===== config.mk =====
export PLATFORM = sky130hd
export DESIGN_NAME = lcd_spi_sequencer
export DESIGN_NICKNAME = d
export VERILOG_FILES = /design/src/rtl/lcd_spi_pkg.sv /design/src/rtl/rr_arbiter2.sv /design/src/rtl/lcd_spi_sequencer.sv
export SDC_FILE = /design/constraint.sdc
export NUM_CORES = 1
export LEC_CHECK = 0
export ABC_AREA = 1
export BUFFER_PORTS_ARGS = -buffer_cell sky130_fd_sc_hd__buf_2
export CORE_MARGIN = 1
export CORE_UTILIZATION = 50
export CTS_BUF_LIST = sky130_fd_sc_hd__clkbuf_8
export DETAILED_ROUTE_END_ITERATION = 8
export PLACE_DENSITY = 0.83
export REMOVE_ABC_BUFFERS = 1
export SYNTH_ARGS = -nofsm -noshare
export SYNTH_HDL_FRONTEND = slang
export SYNTH_HIERARCHICAL = 1
export SYNTH_SLANG_ARGS = --single-unit

===== constraint.sdc =====
create_clock -name fast_clk -period 2.95 [get_ports fast_clk]
set_input_delay 0.59 -clock fast_clk [delete_from_list [all_inputs] [get_ports fast_clk]]
set_output_delay 0.59 -clock fast_clk [all_outputs]
set_load 0.01 [all_outputs]

===== src/rtl/lcd_spi_pkg.sv =====
// Shared definitions for the LCD SPI sequencer: state encoding,
// D/C line polarity and requester indices.
package lcd_spi_pkg;

  localparam int DEFAULT_DATA_W = 8;

  localparam logic [2:0] ST_IDLE  = 3'd0;
  localparam logic [2:0] ST_SETUP = 3'd1;
  localparam logic [2:0] ST_START = 3'd2;
  localparam logic [2:0] ST_WAIT  = 3'd3;
  localparam logic [2:0] ST_HOLD  = 3'd4;

  localparam logic DC_CMD  = 1'b0;
  localparam logic DC_DATA = 1'b1;

  // Bit positions of the two requesters on the arbiter request/grant vectors
  localparam int REQ_CMD = 0;
  localparam int REQ_DAT = 1;

endpackage


===== src/rtl/rr_arbiter2.sv =====
// Two-way round-robin arbiter. The grant is combinational from the request
// vector and a registered last-winner pointer; the pointer only moves when a
// grant is actually issued.
module rr_arbiter2 (
  input  logic       clk,
  input  logic       rst,
  input  logic [1:0] req,
  input  logic       grant_en,
  output logic [1:0] grant
);

  logic last_one;

  // Single requester wins outright; on a tie the side not served last wins
  always_comb begin
    grant = 2'b00;
    if (grant_en) begin
      case (req)
        2'b01:   grant = 2'b01;
        2'b10:   grant = 2'b10;
        2'b11:   grant = last_one ? 2'b01 : 2'b10;
        default: grant = 2'b00;
      endcase
    end
  end

  // Pointer starts at "index 1 served last" so index 0 takes the first tie
  always_ff @(posedge clk) begin
    if (rst) begin
      last_one <= 1'b1;
    end else if (grant != 2'b00) begin
      last_one <= grant[1];
    end
  end

endmodule


===== src/rtl/lcd_spi_sequencer.sv =====
// Shares one SPI master between a command source and a pixel/data source,
// frames each byte with LCD chip-select and D/C, and aborts transfers whose
// done pulse never comes back.
//
// state | meaning
// IDLE  | cs_n high, waiting for a request; arbitration happens here
// SETUP | cs_n low, byte and D/C stable, counting CS_SETUP cycles
// START | spi_start high for this single cycle
// WAIT  | waiting for spi_done, watchdog counting toward TIMEOUT
// HOLD  | cs_n still low, counting CS_HOLD cycles before release
module lcd_spi_sequencer
  import lcd_spi_pkg::*;
#(
  parameter int DATA_W   = DEFAULT_DATA_W,
  parameter int CS_SETUP = 2,
  parameter int CS_HOLD  = 2,
  parameter int TIMEOUT  = 1023
) (
  input  logic              fast_clk,
  input  logic              rst,
  input  logic              cmd_req,
  input  logic [DATA_W-1:0] cmd_data,
  output logic              cmd_ack,
  input  logic              dat_req,
  input  logic [DATA_W-1:0] dat_data,
  output logic              dat_ack,
  output logic              spi_start,
  output logic [DATA_W-1:0] spi_data,
  input  logic              spi_done,
  output logic              lcd_cs_n,
  output logic              lcd_dc,
  output logic              busy,
  output logic              timeout_err
);

  // Counters run up from zero; these are the values seen on the final cycle
  localparam logic [3:0]  SETUP_LAST = 4'(CS_SETUP - 1);
  localparam logic [3:0]  HOLD_LAST  = 4'(CS_HOLD - 1);
  localparam logic [15:0] WD_LAST    = 16'(TIMEOUT - 1);

  logic [2:0]  state;
  logic [3:0]  phase_cnt;
  logic [15:0] wd_cnt;
  logic [1:0]  req_vec;
  logic [1:0]  grant;

  assign req_vec[REQ_CMD] = cmd_req;
  assign req_vec[REQ_DAT] = dat_req;

  rr_arbiter2 u_arb (
    .clk      (fast_clk),
    .rst      (rst),
    .req      (req_vec),
    .grant_en (state == ST_IDLE),
    .grant    (grant)
  );

  // Transfer sequencer; every output is a register updated on the state change
  always_ff @(posedge fast_clk) begin
    if (rst) begin
      state       <= ST_IDLE;
      phase_cnt   <= '0;
      wd_cnt      <= '0;
      cmd_ack     <= 1'b0;
      dat_ack     <= 1'b0;
      spi_start   <= 1'b0;
      spi_data    <= '0;
      lcd_cs_n    <= 1'b1;
      lcd_dc      <= DC_CMD;
      busy        <= 1'b0;
      timeout_err <= 1'b0;
    end else begin
      cmd_ack     <= 1'b0;
      dat_ack     <= 1'b0;
      spi_start   <= 1'b0;
      timeout_err <= 1'b0;
      case (state)
        ST_IDLE: begin
          if (grant != 2'b00) begin
            state     <= ST_SETUP;
            phase_cnt <= '0;
            busy      <= 1'b1;
            lcd_cs_n  <= 1'b0;
            if (grant[REQ_CMD]) begin
              cmd_ack  <= 1'b1;
              spi_data <= cmd_data;
              lcd_dc   <= DC_CMD;
            end else begin
              dat_ack  <= 1'b1;
              spi_data <= dat_data;
              lcd_dc   <= DC_DATA;
            end
          end
        end
        ST_SETUP: begin
          if (phase_cnt == SETUP_LAST) begin
            state     <= ST_START;
            spi_start <= 1'b1;
          end else begin
            phase_cnt <= phase_cnt + 4'd1;
          end
        end
        ST_START: begin
          state  <= ST_WAIT;
          wd_cnt <= '0;
        end
        ST_WAIT: begin
          // A done pulse landing on the watchdog's last cycle still counts as success
          if (spi_done) begin
            state     <= ST_HOLD;
            phase_cnt <= '0;
          end else if (wd_cnt == WD_LAST) begin
            state       <= ST_HOLD;
            phase_cnt   <= '0;
            timeout_err <= 1'b1;
          end else begin
            wd_cnt <= wd_cnt + 16'd1;
          end
        end
        ST_HOLD: begin
          if (phase_cnt == HOLD_LAST) begin
            state    <= ST_IDLE;
            lcd_cs_n <= 1'b1;
            busy     <= 1'b0;
          end else begin
            phase_cnt <= phase_cnt + 4'd1;
          end
        end
        default: begin
          state    <= ST_IDLE;
          lcd_cs_n <= 1'b1;
          busy     <= 1'b0;
        end
      endcase
    end
  end

endmodule


After elaboration in Yosys (flattened, before gate mapping)
Index checks and enable logic that the tools add are counted.

storage, ports and cells
  logic and storage cells = 77
  output and inout port bits = 15
  input port bits = 21
  register bits = 39

cells by class
  bitwise operators = 5
  reductions and logical operators = 14
  $add $sub $neg = 2
  equality and inequality tests = 16
  muxes and demuxes = 28

operators with widths
  cell                                                                      number
  16-bit two-way mux                                                        2
  16-bit one-hot mux with 2 select lines                                    1
  16-bit by 1-bit adder with 16-bit output (second input constant)          1
  16-bit by 10-bit equality test with 1-bit output (second input constant)  1
  4-bit two-way mux                                                         4
  3-bit two-way mux                                                         5
  3-bit one-hot mux with 5 select lines                                     1
  2-bit inequality test (second input constant)                             6
  4-bit one-hot mux with 3 select lines                                     1
  3-bit OR reduction                                                        3
  1-bit two-way mux                                                         8
  8-bit two-way mux                                                         1
  4-bit AND reduction                                                       2
  3-bit by 2-bit equality test with 1-bit output (second input constant)    2
  1-bit one-hot mux with 3 select lines                                     2
  2-bit one-hot mux with 3 select lines                                     1
  3-bit AND reduction                                                       2
  1-bit NOT                                                                 5
  4-bit by 1-bit adder with 4-bit output (second input constant)            1
  2-bit equality test (second input constant)                               2
  4-bit by 1-bit equality test with 1-bit output (second input constant)    1
  2-bit two-way mux                                                         2
  2-bit nonzero test                                                        2
  2-bit OR reduction                                                        2
  7 further kinds                                                           7

Longest topological paths before layout
Gate-level depths: netlist (run 1).

  word-level depth = 6
  mapped depth = 16
  gate-level depth less buffers = 16

Cells and area by module
Netlist (run 1), hierarchy kept.

by module, submodules not included
  module             instances  area an instance (um^2)  sequential area each (um^2)  cells each
  lcd_spi_sequencer  1          2139.6                   760.7                        324
  rr_arbiter2        1          71.3                     20.0                         12

Worst setup path after synthesis (run 1)
Ideal clock, no wire load.

  kind = register to register
  start = register state[0]
  end = register spi_data[0]
  buffers on the path = 2
  slack = 1188 ps
  required time = 2876 ps
  arrival time = 1688 ps
  clock period less this slack = 1762 ps
  library setup time = 74 ps
  stages on the path, launching flop included = 14
  cells stage by stage = dfxtp_1 -> nor2_1 -> nand2_1 -> inv_1 -> nand2_1 -> a21oi_1 -> buf_2 -> inv_2 -> nand2_1 -> nand2_1 -> inv_2 -> buf_4 -> o21ai_0 -> a31oi_1

between the ends
  word-level cells in the longest chain between the ends = 4
  elaborated cells on any way between the ends = 5
  classes of those cells = mux: 2; reduce/logical: 3

RTL lines
  item                           line                     source
  start: declaration             lcd_spi_sequencer.sv:41  logic [2:0] state;
  start signal: assignment       lcd_spi_sequencer.sv:61  state <= ST_IDLE;
  start signal: assignment       lcd_spi_sequencer.sv:80  state <= ST_SETUP;
  start signal: assignment       lcd_spi_sequencer.sv:97  state <= ST_START;
  3-bit zero test (*)            lcd_spi_sequencer.sv:54  .grant_en (state == ST_IDLE),
  2-bit two-way mux (*)          rr_arbiter2.sv:17        if (grant_en) begin
  net grant[0]                   lcd_spi_sequencer.sv:45  logic [1:0] grant;
  2-bit nonzero test             lcd_spi_sequencer.sv:79  if (grant != 2'b00) begin
  2-bit AND reduction (no line)  --
  end signal: assignment         lcd_spi_sequencer.sv:86  spi_data <= cmd_data;
  end signal: assignment         lcd_spi_sequencer.sv:90  spi_data <= dat_data;
  end: declaration               lcd_spi_sequencer.sv:28  output logic [DATA_W-1:0] spi_data,

Mark *: on every way through the listed nets, which the timed path passes. The rest lies on a longest branch.
A chain may end at the register's enable or synchronous reset.

Worst setup path in the final report (run 1)
  start = register state[0]
  end = register lcd_dc

between the ends
  word-level cells in the longest chain between the ends = 4
  elaborated cells on any way between the ends = 5
  classes of those cells = mux: 2; reduce/logical: 3

RTL lines
  item                           line                     source
  3-bit zero test (*)            lcd_spi_sequencer.sv:54
  2-bit two-way mux (*)          rr_arbiter2.sv:17
  net grant[0]                   lcd_spi_sequencer.sv:45
  2-bit nonzero test             lcd_spi_sequencer.sv:79
  2-bit AND reduction (no line)  --
  end signal: assignment         lcd_spi_sequencer.sv:69  lcd_dc <= DC_CMD;
  end signal: assignment         lcd_spi_sequencer.sv:87  lcd_dc <= DC_CMD;
  end signal: assignment         lcd_spi_sequencer.sv:91  lcd_dc <= DC_DATA;
  end: declaration               lcd_spi_sequencer.sv:31  output logic lcd_dc,

Marks and branches as above.

==> impl_metrics.json, run 1 <==
{
  "drt-total-wl_um": 4600,
  "first_global_vias": 1790,
  "synth_compound_area_frac": 0.137,
  "startpoint_type": "register",
  "first_pass_iters": 4,
  "ys_ff_latch": 39,
  "grt_max_degree": 21,
  "timing.slew.headroom": 0.592,
  "cts_setup_buffers": 0,
  "numPortBuffers": 35,
  "drc_errors": 0,
  "ir_drop_v": 0.000520,
  "clk_pin_slew_ns": 0.08,
  "place.gp.congestion": 0.886,
  "io_pins": 36,
  "yosys.area_share.adder": 0.0226,
  "die_w_um": 68.5,
  "cts_tree": "yes",
  "syn_area_per_cell_um2": 6.58,
  "die_y_um": 68.5,
  "synth_top_area_frac": 0.353,
  "synth_cell_type_count": 31,
  "critPathCaptureType": "register",
  "wire_per_inst_um": 10.8,
  "worstPathArrival_ns": 2.33,
  "drv_cap": 0,
  "clock.fmax_ghz": 0.479,
  "initial_core_util": 0.537,
  "drv_slew": 0,
  "worstMarginPinSlew_ns": 0.611,
  "synth-seq-area-share": 0.353,
  "syn2layout_area_growth_pct": 13.1,
  "syn-cell-area_mm2": 0.00221,
  "dp_hpwl_um": 3400,
  "via_per_inst": 5.02,
  "grt_usage": 0.220,
  "rsz0062_at_grt": "no",
  "numCtsBuffers": 5,
  "fin_tns_setup_ns": 0,
  "power_density_mw_per_mm2": 688,
  "core_mm2": 0.00412,
  "grt_pass1_wl_um": 7830,
  "clockBufferDepth": 2,
  "leakage_uw": 0.00112,
  "dieArea_mm2": 0.00469,
  "synth_top_family_by_area": "simple AND/OR/NAND/NOR gates",
  "finalSetupViolCount": 0,
  "num_rows": 23,
  "cts_resized": 0,
  "synthSimpleGateAreaFrac": 0.385,
  "yosysWarnings": 6,
  "grt-ovfl-total": 0,
  "hold_buffers": 0,
  "layout.nets": 398,
  "synthMuxAreaShare": 0,
  "hold_viol": 0,
  "critPathRequiredTime_ns": 3.19,
  "drt_iter0_markers": 199,
  "ant_nets": 0,
  "hold_path.class": "reg -> reg",
  "vias": 2130,
  "critical_path_class": "reg -> reg",
  "syn_inst": 336,
  "path_max_fanout": 17,
  "drive_above_1_share": 0.206,
  "synthTopCellsByArea": "dfxtp_1, nand2_1, nor2_1",
  "finClkSkew_ns": 0.00603,
  "status": "finished clean",
  "cts_max_level": 2,
  "clock-sinks": 39,
  "cts-root-buf": "clkbuf_8",
  "antenna_cells": 0,
  "dpl-instance-area_mm2": 0.00241,
  "design_area_mm2": 0.00250,
  "fin_crit_ns": 2.09,
  "synthXorXnorAreaFrac": 0.00792,
  "synth_top_cell_by_area": "dfxtp_1",
  "nFillCells": 364,
  "antenna_found_initial": 0,
  "clock_latency_ns": 0.29,
  "period_share": 0.707
}
==> worst paths after layout <==
path / from / endpoint / cells past startpoint / slack (ns)
setup / recovery: state[0] / lcd_dc / 13 / 0.86
hold / removal: busy / busy / 2 / 0.47
setup reg to reg: state[0] / lcd_dc / 13 / 0.86
hold reg to reg: busy / busy / 2 / 0.47
==> synthesized netlist by cell type <==
| cell type | instances |
|---|---|
| nand2_4 | 2 |
| nor2_2 | 1 |
| o21ai_1 | 1 |
| nor3_1 | 3 |
| ha_1 | 4 |
| inv_2 | 5 |
| inv_1 | 34 |
| a31o_2 | 2 |
| o21bai_1 | 2 |
| nor3b_1 | 1 |
| a21oi_1 | 10 |
| buf_2 | 2 |
| nand3_4 | 1 |
| dfxtp_1 | 39 |
| nand4_1 | 6 |
| buf_4 | 1 |
| clkbuf_1 | 2 |
| nand2_1 | 97 |
| inv_4 | 1 |
| nor2_1 | 50 |
| a31oi_1 | 8 |
| nand3_2 | 2 |
| nand3_1 | 22 |
| a21oi_2 | 8 |
| nand2_2 | 10 |
| buf_6 | 1 |
| o21ai_0 | 16 |
| o31ai_1 | 1 |
| buf_12 | 1 |
| xnor2_1 | 2 |
| a21boi_0 | 1 |
==> per-stage QoR <==
stage	hold WS, ns	util	std cells	total power [uW]	worst slack [ns]
final	0.475	0.607	424	1720	0.863
after global routing	0.511	0.607	424	1860	0.551
after CTS	0.482	0.607	424	1730	0.852
after detailed placement	0.470	0.585	416	1350	0.884
after global placement	0.475	0.585	416	1340	0.962
after floorplan	0.461	-	329	1160	0.880
==> layer usage <==
layer	vias to the layer above	global-route usage	wire length (um)
met5	-	0	0
met4	0	0.0703	29
met3	2	0.0411	222
met2	51	0.354	2050
met1	932	0.296	2290
li1	1145	-	-
==> placed cells by master (no fill, tap or decap) <==
cell type | Yosys | routed
a21oi_2 | 8 | 8
nor2_1 | 50 | 50
nor3_1 | 3 | 3
nand2_1 | 97 | 97
inv_2 | 5 | 5
xnor2_1 | 2 | 2
o31ai_1 | 1 | 1
nand3_4 | 1 | 1
ha_1 | 4 | 4
a31oi_1 | 8 | 8
inv_4 | 1 | 1
a21oi_1 | 10 | 10
o21ai_1 | 1 | 1
inv_1 | 34 | 34
nand4_1 | 6 | 6
nand3_1 | 22 | 22
buf_2 | 2 | 35
clkbuf_8 | 0 | 5
nand2_2 | 10 | 10
dfxtp_1 | 39 | 39
a21boi_0 | 1 | 1
inv_6 | 0 | 1
clkinvlp_4 | 0 | 2
o21ai_0 | 16 | 16
nor3b_1 | 1 | 1
nor2_2 | 1 | 1
nand2_4 | 2 | 2
o21bai_1 | 2 | 2
buf_4 | 1 | 2
a31o_2 | 2 | 2
nand3_2 | 2 | 2
==> layout make-up <==
class | count | area (um^2) | share of cell area
sequential | 39 | 781 | 0.312
timing repair buffer | 37 | 190 | 0.0761
inverter | 40 | 153 | 0.0611
clock inverter | 3 | 23.8 | 0.00951
clock buffer | 5 | 68.8 | 0.0275
multi-input combinational | 250 | 1220 | 0.488
tap | 50 | 62.6 | 0.0250
==> where the power goes <==
| group | switching (uW) | internal (uW) | leakage [uW] |
|---|---|---|---|
| Clock | 205 | 169 | 0.0000408 |
| Sequential | 63.1 | 611 | 0.000318 |
| Combinational | 446 | 225 | 0.000766 |
| Total | 715 | 1010 | 0.00112 |
==> critical path: stages (launching register included) <==
cell and delay [ns]:
dfxtp_1 0.39, nor2_1 0.20, nand2_1 0.10, inv_1 0.10
nand2_1 0.07, a21oi_1 0.12, buf_4 0.19, inv_2 0.10
nand2_1 0.09, nand2_1 0.09, inv_2 0.19, nand2_1 0.14
nor2_1 0.15, a31o_2 0.11
==> state kept, by name (all words and copies together) (netlist names) <==
signal,flops
phase_cnt,4
dat_ack,1
wd_cnt,16
timeout_err,1
busy,1
lcd_cs_n,1
state,3
spi_data,8
lcd_dc,1
u_arb/last_one,1
spi_start,1
cmd_ack,1
==> cell families after synthesis <==
group / after synthesis
AO/OA/AOI/OAI: 49
XOR/XNOR: 2
adder cells (fa/ha/maj): 4
buffers and inverters: 47
flip-flops: 39
AND/OR/NAND/NOR: 195
Note: power is estimated with default switching activity, not from simulation.
==> run 2: changes to the inputs <==
==> constraint.sdc (replaced) <==
create_clock -name fast_clk -period 2.1 [get_ports fast_clk]
set_input_delay 0.42 -clock fast_clk [delete_from_list [all_inputs] [get_ports fast_clk]]
set_output_delay 0.42 -clock fast_clk [all_outputs]
set_load 0.01 [all_outputs]
==> impl_metrics.json, run 2 (synthesis gave the netlist of run 1 again) <==
{
  "status": "finished clean",
  "endpoint": "state[2]",
  "crit_buf_inv": 4,
  "numPortBuffers": 35,
  "met2_usage": 0.393,
  "worstPathArrival_ns": 2.04,
  "layout_common_cells": "nand2_1, nor2_1, dfxtp_1",
  "finalSetupViolCount": 0,
  "worstMarginPinSlew_ns": 0.380,
  "first_pass_iters": 4,
  "pwr-share-comb": 0.390,
  "post-place-ws_ns": 0.171,
  "cpMostUsedCell": "nand2_1",
  "leakage_uw": 0.00116,
  "top_register": "wd_cnt",
  "top_regs": "wd_cnt (16), spi_data (8), phase_cnt (4)",
  "cts_tree": "yes",
  "antenna_found_initial": 0,
  "grt_max_degree": 19,
  "cp_slowest_cell": "dfxtp_1",
  "ir_drop_v": 0.000631,
  "clockBufferDepth": 2,
  "drt_iter0_markers": 220,
  "ant_nets": 0,
  "multi_input_area_mm2": 0.00123,
  "postLayoutSetupSlackWorst_ns": 0.257,
  "hold_path.class": "in -> reg",
  "use_met3": 0.0592,
  "path_max_fanout": 10,
  "r2r-start": "state[2]",
  "rsz0062_at_grt": "no",
  "clock.fmax_ghz": 0.542,
  "sw_frac_of_total": 0.397,
  "path_depth": 13,
  "grt-busiest-layer": "met2",
  "drv_cap": 0,
  "drive_above_1_share": 0.220,
  "cp_top_family": "simple AND/OR/NAND/NOR gates",
  "core_mm2": 0.00412,
  "layout.nets": 402,
  "power_frac_clock": 0.247,
  "drv_slew": 0,
  "slowest_delay_ns": 0.45,
  "met1_usage": 0.294,
  "fin_crit_ns": 1.84,
  "regArea_um2": 781,
  "initial_core_util": 0.537,
  "clock_latency_ns": 0.30,
  "finClkSkew_ns": 0.0113,
  "cts_max_level": 2,
  "grt-ovfl-total": 0,
  "first_global_vias": 1941,
  "dieArea_mm2": 0.00469,
  "drc_errors": 0,
  "wire_per_inst_um": 11.7,
  "hold_viol": 0,
  "grt_pass1_wl_um": 8330,
  "antenna_cells": 0,
  "grt_usage": 0.240,
  "num_rows": 23,
  "r2r_slack_ns": 0.26,
  "dp_cells": 420,
  "critPathRequiredTime_ns": 2.29,
  "cts-root-buf": "clkbuf_8",
  "period_share": 0.878,
  "io_pins": 36,
  "clk_pin_slew_ns": 0.08,
  "startpoint_type": "register",
  "syn2layout_area_growth_pct": 15.7,
  "clock-sinks": 39,
  "p_int_uw": 1560,
  "dp_hpwl_um": 3650,
  "mostFrequentLayoutCell": "nand2_1",
  "nFillCells": 371,
  "p_switching_uw": 1020,
  "power_density_mw_per_mm2": 1010,
  "die_y_um": 68.5,
  "critPathCaptureType": "register",
  "critical_path_class": "reg -> reg",
  "crit_start": "state[2]",
  "vias": 2209,
  "largest_reg_flops": 16,
  "path_cells": "inv_2, nand2_1, inv_1, nand2_1, a21oi_2, inv_2, nand2_1, nor2_1, inv_1, o21ai_0, nor2_1, nand2_1, o21ai_0",
  "die_w_um": 68.5,
  "fin_cells": 428,
  "utilization": 0.622,
  "fin_tns_setup_ns": 0,
  "drt-total-wl_um": 5000,
  "timing.slew.headroom": 0.746,
  "r2r-end": "state[2]",
  "hold_buffers": 0,
  "numCtsBuffers": 5,
  "place.gp.congestion": 0.890,
  "rr_worst_depth": 13,
  "via_per_inst": 5.16,
  "p_seq_frac": 0.363
}
-- run 2: metal layers --
layer,wire length [um],vias to the layer above
met5,0,-
met4,92,0
met3,382,8
met2,2330,83
met1,2200,961
li1,-,1157
-- run 2: worst min path at each step --
stage / from / depth (start not counted) / endpoint / slack (ns)
global placement: busy / 2 / busy / 0.47
detailed placement: busy / 2 / busy / 0.48
floorplan: phase_cnt[3] / 2 / phase_cnt[3] / 0.46
global route: spi_done / 2 / timeout_err / 0.34
finish: spi_done / 2 / timeout_err / 0.34
CTS: spi_done / 2 / timeout_err / 0.34
-- run 2: power groups by stage --
stage	sequential [uW]	clock, uW	combinational [uW]
3_3_place_gp	950	0	962
5_1_grt	949	673	1150
3_5_place_dp	952	0	985
6_report	937	637	1010
2_1_floorplan	989	0	646
4_1_cts	937	646	990
-- run 2: layout make-up --
type | count | area share
Timing Repair Buffer | 41 | 0.0861
Inverter | 40 | 0.0606
Sequential cell | 39 | 0.305
Clock inverter | 3 | 0.0171
Tap cell | 50 | 0.0244
Clock buffer | 5 | 0.0269
Multi-Input combinational cell | 250 | 0.480
-- run 2: repair_timing --
item / 4_1_cts / 5_1_grt
buffers inserted: 0 / 0
setup endpoints to repair: 0 / 7
resized for setup: 0 / 3
hold endpoints to repair: 0 / 0
-- run 2: per-stage QoR --
| stage | hold WS [ns] | total power (uW) | area, um^2 |
|---|---|---|---|
| detailed placement | 0.482 | 1940 | 2440 |
| floorplan | 0.461 | 1630 | 2150 |
| finish | 0.343 | 2580 | 2560 |
| CTS | 0.339 | 2570 | 2550 |
| global route | 0.342 | 2780 | 2560 |
| global placement | 0.471 | 1910 | 2440 |
